File: src/rtl/arb_requester_ctrl.sv
// arb_requester_ctrl
// ------------------
// Requester-side front end for an N-way fixed-priority arbiter. Each channel
// accepts a burst job (length in beats), raises req toward the arbiter and
// holds it until the requested number of granted beats has been transferred.
// A grant can be withdrawn at any time while a higher-priority channel runs;
// the channel simply keeps requesting and resumes when granted again.
//
// Ports:
//   clk        in   1        system clock, rising edge
//   rst        in   1        asynchronous reset, active low
//   job_valid  in   N        per-channel job submit, sampled at posedge
//   job_len    in   N*LEN_W  burst length, channel i in [i*LEN_W +: LEN_W]
//   job_ready  out  N        channel idle and able to take a job
//   req        out  N        registered request vector to the arbiter
//   gnt        in   N        grant vector from the arbiter
//   beat       out  N        combinational, one granted beat this cycle
//   done       out  N        registered one-cycle pulse after the last beat
//   starve     out  N        registered, set after TIMEOUT ungranted cycles
//                            waiting for the first beat, held until next job
//   gnt_err    out  1        registered, sticky; grant protocol violation

module arb_requester_ctrl #(
    parameter int N       = 4,
    parameter int LEN_W   = 4,
    parameter int TIMEOUT = 8
) (
    input  logic                 clk,
    input  logic                 rst,
    input  logic [N-1:0]         job_valid,
    input  logic [N*LEN_W-1:0]   job_len,
    output logic [N-1:0]         job_ready,
    output logic [N-1:0]         req,
    input  logic [N-1:0]         gnt,
    output logic [N-1:0]         beat,
    output logic [N-1:0]         done,
    output logic [N-1:0]         starve,
    output logic                 gnt_err
);

    typedef enum logic [1:0] {
        IDLE = 2'd0,
        WAIT = 2'd1,
        XFER = 2'd2,
        DONE = 2'd3
    } state_e;

    localparam logic [7:0]       TIMEOUT_C = 8'(TIMEOUT);
    localparam logic [7:0]       WAIT_ONE  = 8'd1;
    localparam logic [LEN_W-1:0] LEN_ONE   = LEN_W'(1);
    localparam logic [N-1:0]     GNT_ONE   = N'(1);

    state_e              state_q [N];
    state_e              state_d [N];
    logic [LEN_W-1:0]    rem_q   [N];
    logic [LEN_W-1:0]    rem_d   [N];
    logic [7:0]          wait_q  [N];
    logic [7:0]          wait_d  [N];

    logic [N-1:0]        req_q, req_d;
    logic [N-1:0]        done_q, done_d;
    logic [N-1:0]        starve_q, starve_d;
    logic                gnt_err_q, gnt_err_d;

    logic [N-1:0]        active;
    logic                gnt_multi;
    logic                gnt_stray;

    // A channel is active (requesting) in WAIT and XFER. Only an active
    // channel that is also granted transfers a beat; a grant landing on an
    // idle or finishing channel is a protocol error, never a beat.
    always_comb begin
        active    = '0;
        job_ready = '0;
        beat      = '0;
        for (int i = 0; i < N; i++) begin
            active[i]    = (state_q[i] == WAIT) || (state_q[i] == XFER);
            job_ready[i] = (state_q[i] == IDLE);
            beat[i]      = gnt[i] & req_q[i] & active[i];
        end
    end

    // Per-channel next-state logic. The wait counter only runs in WAIT, so
    // being preempted mid-burst in XFER never counts toward starvation.
    // starve is cleared only when a new job is accepted.
    always_comb begin
        for (int i = 0; i < N; i++) begin
            state_d[i]  = state_q[i];
            rem_d[i]    = rem_q[i];
            wait_d[i]   = wait_q[i];
            starve_d[i] = starve_q[i];
            case (state_q[i])
                IDLE: begin
                    if (job_valid[i] && (job_len[i*LEN_W +: LEN_W] != '0)) begin
                        rem_d[i]    = job_len[i*LEN_W +: LEN_W];
                        wait_d[i]   = '0;
                        starve_d[i] = 1'b0;
                        state_d[i]  = WAIT;
                    end
                end
                WAIT: begin
                    if (beat[i]) begin
                        rem_d[i]   = rem_q[i] - LEN_ONE;
                        state_d[i] = (rem_q[i] == LEN_ONE) ? DONE : XFER;
                    end else begin
                        if (wait_q[i] < TIMEOUT_C) begin
                            wait_d[i] = wait_q[i] + WAIT_ONE;
                        end
                        if (wait_q[i] >= TIMEOUT_C - WAIT_ONE) begin
                            starve_d[i] = 1'b1;
                        end
                    end
                end
                XFER: begin
                    if (beat[i]) begin
                        rem_d[i] = rem_q[i] - LEN_ONE;
                        if (rem_q[i] == LEN_ONE) begin
                            state_d[i] = DONE;
                        end
                    end
                end
                DONE: begin
                    state_d[i] = IDLE;
                end
                default: begin
                    state_d[i] = IDLE;
                end
            endcase
        end
    end

    // Registered outputs are derived from the next state so that req and
    // done line up exactly with the state they describe.
    always_comb begin
        req_d  = '0;
        done_d = '0;
        for (int i = 0; i < N; i++) begin
            req_d[i]  = (state_d[i] == WAIT) || (state_d[i] == XFER);
            done_d[i] = (state_d[i] == DONE);
        end
    end

    // More than one grant bit (x & (x-1) clears the lowest set bit), or a
    // grant to a channel that is not currently requesting.
    always_comb begin
        gnt_multi = ((gnt & (gnt - GNT_ONE)) != '0);
        gnt_stray = ((gnt & ~req_q) != '0);
        gnt_err_d = gnt_err_q | gnt_multi | gnt_stray;
    end

    // State register; reset discards any job in flight without a done pulse.
    always_ff @(posedge clk or negedge rst) begin
        if (!rst) begin
            for (int i = 0; i < N; i++) begin
                state_q[i] <= IDLE;
                rem_q[i]   <= '0;
                wait_q[i]  <= '0;
            end
            req_q     <= '0;
            done_q    <= '0;
            starve_q  <= '0;
            gnt_err_q <= 1'b0;
        end else begin
            for (int i = 0; i < N; i++) begin
                state_q[i] <= state_d[i];
                rem_q[i]   <= rem_d[i];
                wait_q[i]  <= wait_d[i];
            end
            req_q     <= req_d;
            done_q    <= done_d;
            starve_q  <= starve_d;
            gnt_err_q <= gnt_err_d;
        end
    end

    assign req     = req_q;
    assign done    = done_q;
    assign starve  = starve_q;
    assign gnt_err = gnt_err_q;

endmodule

File: config.mk
export PLATFORM = sky130hd
export DESIGN_NAME = arb_requester_ctrl
export DESIGN_NICKNAME = d
export VERILOG_FILES = /design/src/rtl/arb_requester_ctrl.sv
export SDC_FILE = /design/constraint.sdc
export NUM_CORES = 1
export LEC_CHECK = 0
export ABC_CLOCK_PERIOD_IN_PS = 2650
export BUFFER_PORTS_ARGS = -buffer_cell sky130_fd_sc_hd__buf_2
export CORE_UTILIZATION = 58
export CTS_CLUSTER_SIZE = 24
export DETAILED_ROUTE_END_ITERATION = 8
export MAX_ROUTING_LAYER = met4
export PLACE_DENSITY = 0.77
export SLEW_MARGIN = 20
export SYNTH_ARGS = -nofsm -noshare
export SYNTH_HDL_FRONTEND = slang
export SYNTH_SLANG_ARGS = --single-unit
File: constraint.sdc
create_clock -name clk -period 2.65 [get_ports clk]
set_input_delay 0.53 -clock clk [delete_from_list [all_inputs] [get_ports clk]]
set_output_delay 0.53 -clock clk [all_outputs]
set_load 0.01 [all_outputs]
[Yosys cells after proc, flatten, opt, wreduce, memory -nomap -nowiden]
Cells that the tools add are included.
Word-level totals
  output and inout bits: 21
  register bits after elaboration: 69
  logic and storage cells: 211
Cells by class
  multiplexer cells: 68
  bitwise logic cells: 13
  $lt $le $gt $ge: 8
  reduce and logical (&&, ||, !) cells: 46
  equal/unequal tests: 48
  add/subtract/negate cells: 9
Operators by type and width (count)
  2-to-1 mux 8 bit: 12
  case mux 8 bit (2 select lines): 4
  adder 8 x 1 -> 8 bit (second input constant): 4
  equality test 2 bit (second input constant): 16
  >= comparator 8 x 3 -> 1 bit (second input constant): 4
  less-than comparator 8 x 4 -> 1 bit (second input constant): 4
  2-to-1 mux 2 bit: 16
  2-to-1 mux 4 bit: 8
  inequality test 2 x 1 -> 1 bit (second input constant): 16
  case mux 2 bit (4 select lines): 4
  case mux 4 bit (2 select lines): 4
  AND reduction 4 bit: 8
  nonzero test 4 bit: 6
  subtractor 4 x 1 -> 4 bit (second input constant): 5
  equality test 2 x 1 -> 1 bit (second input constant): 8
  equality test 4 x 1 -> 1 bit (second input constant): 4
  2-to-1 mux 1 bit: 16
  nonzero test 2 bit: 8
  AND reduction 3 bit: 4
  bitwise AND 1 bit: 8
  bitwise AND 4 bit: 2
  logical NOT 2 bit: 4
  logical OR 1 bit: 8
  inequality test 2 bit (second input constant): 4
  other kinds (5): 15

[Depth between registers and ports, before layout]
  depth in word-level cells: 7
  mapped depth: 8
  gate-level depth less buffers: 8

[Worst setup path after synthesis]
No wires, ideal clock.
  path type: input port to flip-flop
  from: in job_len[14]
  to: reg req_q[3] (netlist: req[3])
  required time: 2.524 ns
  path buffers: 0
  stages on the path: 4
  path slack: 0.689 ns
  arrival: 1.835 ns
  path through: o41ai_1 -> nand2_1 -> a22oi_1 -> ha_1
RTL lines
  from (decl): RTL line 31  | input logic [N*LEN_W-1:0] job_len,
  to (signal assigned): RTL line 169  | req_q <= req_d;
  to (decl): RTL line 60  | logic [N-1:0] req_q, req_d;

[Worst setup path in the final report]
  from: reg state_q[0] (netlist bit)
  to: out beat[3]
On the way
  cells in the longest elaborated chain, start to end: 3
  elaborated cells on any way between the ends: 4
  those cells by class: eq/ne: 2; bitwise: 1; reduce/logical: 1
RTL lines
  from (decl): RTL line 53  | state_e state_q [N];
  from (signal, indexed assignment): RTL line 165  | state_q[i] <= state_d[i];
  equality test 2 x 1 -> 1 bit / equality test 2 bit (equally long branches): RTL line 77  | active[i] = (state_q[i] == WAIT) || (state_q[i] == XFER);
  logical OR 1 bit *: RTL line 77
  bitwise AND 1 bit *: RTL line 79  | beat[i] = gnt[i] & req_q[i] & active[i];
  to (decl): RTL line 35  | output logic [N-1:0] beat,
Mark *: on every way between the ends. The rest lies on a longest branch, timed or not.

==> summary.md <==
| Metric | Value |
|---|---|
| Status | `complete, but fails checks` |
| Failing checks | `design-rule violations` |
| Hold_buf cts | `0` |
| DP HPWL | `5800 um` |
| Leading area contributor after synthesis | `dfrtp_1` |
| Vias/cell | `5.89` |
| Row count | `29` |
| Ys flop type | `dfrtp_1` |
| CP cell instances | `inv_1 > ha_1 > nand3_1 > inv_1 > buf_2` |
| #FFs+latches synth | `69` |
| Yosys cell types | `55` |
| Crit path max-delay family | `adder cells` |
| Avg Cell Area, Syn | `9.94 um^2` |
| Final setup vio count | `0` |
| CP startpoint | `state_q[0]` |
| Area share of the largest cell type after synthesis | `0.444` |
| Pwr Density | `1170 nW/um^2` |
| Post-Place Cell Area | `4210 um^2` |
| Slowest CP cell | `ha_1` |
| Maximum vdd ir drop | `0.787 mV` |
| R2R Path Start | `state_q[2]` |
| Critical path endpoint category | `primary output` |
| Max-cap violations | `0` |
| Minimum clock period | `2.46 ns` |
| DRC Markers | `3` |
| First-pass GRT wire length | `13600 um` |
| CP Data Required Time | `2.12 ns` |
| Worst-Skew Late Latency | `0.33 ns` |
| Fillers | `515` |
| Via count | `3091` |
| Relative slew slack | `0.376` |
| Drt total wl | `7690 um` |
| Synth top cells by count | `dfrtp_1, ha_1, inv_1` |
| Die area | `7030 um^2` |
| F_max | `406 MHz` |
| Cell area after layout | `4390 um^2` |
| Post-Synthesis Cells | `391` |
| Hold WS | `0.198 ns` |
| CTS tree | `yes` |
| Reg2Reg Depth | `8` |
| Clock Sinks | `69` |
| Crit-path max FO | `12` |
| EDFF count, synth | `0` |
| I/O pin count | `47` |
| CTS Buffer Depth | `2` |
| Die H | `83.8 um` |
| Ratio of cells with drive above 1 in the final layout | `0.174` |
| Vias in the first global route | `2946` |
| Clock Root Buffer | `clkbuf_8` |
| DRT Pass-1 Iters | `7` |
| Final Hold Fails | `0` |
| Final ANT Viol Nets | `0` |
| PnR Total Power | `5.14 mW` |
| Worst Hold Class | `input port to asynchronous set/reset pin` |
| Layout area overhead | `12.9%` |
| Most frequent CP cell | `inv_1` |
| Asr flop ratio synth | `1.00` |
| Gr ovfl total | `0` |
| Avg WL per Cell | `14.6 um` |
| Critical Path Source Type | `flop` |
| Crit-path max cell delay | `0.51 ns` |
| Register area share after synthesis | `0.444` |
| Max Slew Vio Count | `0` |
| Worst-margin pin slew | `0.936 ns` |
| Initial core utilization | `0.605` |
| Initial antenna violation count | `0` |
| DR iter-0 viols | `225` |
| Antenna diode count | `0` |
| CP bufs+invs | `3` |
| Port Buffers | `46` |
| Clk slew on worst S/H paths | `0.08 ns` |
| Critical path depth | `5` |
| Layout Nets | `505` |
| Largest cells by area after synthesis | `dfrtp_1, ha_1, o21ai_0` |
| Core Area | `6420 um^2` |
| RSZ-0062 raised after global routing | `no` |
| Largest net degree at the start of global routing | `29` |
| TritonCTS buffer count | `9` |
| RePlAce Congestion | `0.911` |
| Yosys warning count | `0` |
| Count leader, synth | `dfrtp_1` |
| Final TNS setup | `0 ns` |
| DIE WIDTH | `83.8 um` |
| Crit Path Class | `flop to primary output` |
| Tcrit/Tclk final | `0.928` |
| Mapped Area | `3880 um^2` |
| Clock skew | `0.00960 ns` |
| Tot GR Track Use | `0.247` |
| Worst EP arrival | `1.93 ns` |
| Mapped Nets | `453` |
| Pleak | `2.16 nW` |
| H-tree levels | `3` |
| Setup Buffers After CTS | `0` |
## report_power, final
part	total, mW	internal (mW)	switching [mW]	leakage (nW)
clock network	0.759	0.386	0.372	0.0921
logic	2.63	1.08	1.54	1.18
registers	1.75	1.41	0.339	0.890
total	5.14	2.89	2.25	2.16
## layout make-up
class | instances | area, um^2 | share of cell area
Tap cell | 77 | 96.3 | 0.0220
Multi-Input combinational cell | 278 | 2000 | 0.455
Clock inverter | 4 | 22.5 | 0.00513
Timing Repair Buffer | 50 | 260 | 0.0593
Sequential cell | 69 | 1730 | 0.393
Clock buffer | 12 | 155 | 0.0354
Inverter | 35 | 131 | 0.0299
## sequential cells by signal, summed over array words and instances (netlist names)
register and count:
done 4, gnt_err 1, rem_q 16, req 4, starve 4, state_q 8, wait_q 32
## cell families (layout without fill, tap and decap cells)
group,count (synthesis),after routing,share of synthesized area
buffers and inverters,44,101,0.0425
and+or+nand+nor,123,123,0.177
DFF,69,69,0.444
AOI/OAI and AO/OA,112,112,0.202
adders and majority gates,36,36,0.116
muxes,7,7,0.0180
## metal layers
| metal | global-route usage | routed length [um] |
|---|---|---|
| met1 | 0.331 | 3710 |
| met2 | 0.387 | 3660 |
| met3 | 0.0346 | 249 |
| met4 | 0.0893 | 70 |
| met5 | - | 0 |
## layout by cell type, fill, tap and decap left out, types with 5 or more instances in the layout
master | synthesis | routed
nand2_1 | 28 | 28
nor2_1 | 16 | 16
a31oi_1 | 6 | 6
clkbuf_8 | 0 | 11
inv_1 | 35 | 35
o21ai_0 | 33 | 33
o211ai_1 | 8 | 8
mux2i_1 | 7 | 7
buf_2 | 0 | 46
dfrtp_1 | 69 | 69
ha_1 | 36 | 35
a21oi_1 | 15 | 15
o41ai_1 | 5 | 5
nand3b_1 | 8 | 8
nand3_1 | 17 | 17
nor2b_1 | 19 | 19
nand2b_1 | 5 | 5
nand4_1 | 5 | 5
## what timing repair did
action | 4_1_cts | 5_1_grt
endpoints found under the setup margin | 0 | 1
endpoints found under the hold margin | 0 | 0
gates resized for setup | 0 | 1
## per-stage QoR
step	instances	setup slack [ns]	util
after floorplan	391	0.689	-
after global placement	509	0.436	0.655
after detailed placement	509	0.320	0.655
after CTS	525	0.138	0.683
after global routing	525	0.0325	0.683
final	525	0.190	0.683
## path summary, 6_finish.rpt
path	end	slack, ns
worst max-delay path	beat[3]	0.19
worst min-delay path	rem_q[12]	0.20
worst max register to register	req[2]	0.33
worst min register to register	wait_q[29]	0.49
max in group asynchronous	rem_q[4]	1.70
min in group clk	rem_q[9]	0.48
## worst reg2reg max path: stages, from the launching register on
cell and delay (ns):
dfrtp_1 0.42, inv_1 0.13, ha_2 0.45, nand3_1 0.19, inv_1 0.23, nand3_1 0.10
a21oi_1 0.18, a2bb2oi_1 0.25, ha_1 0.27
No activity file was read; power rests on OpenSTA's default activity.
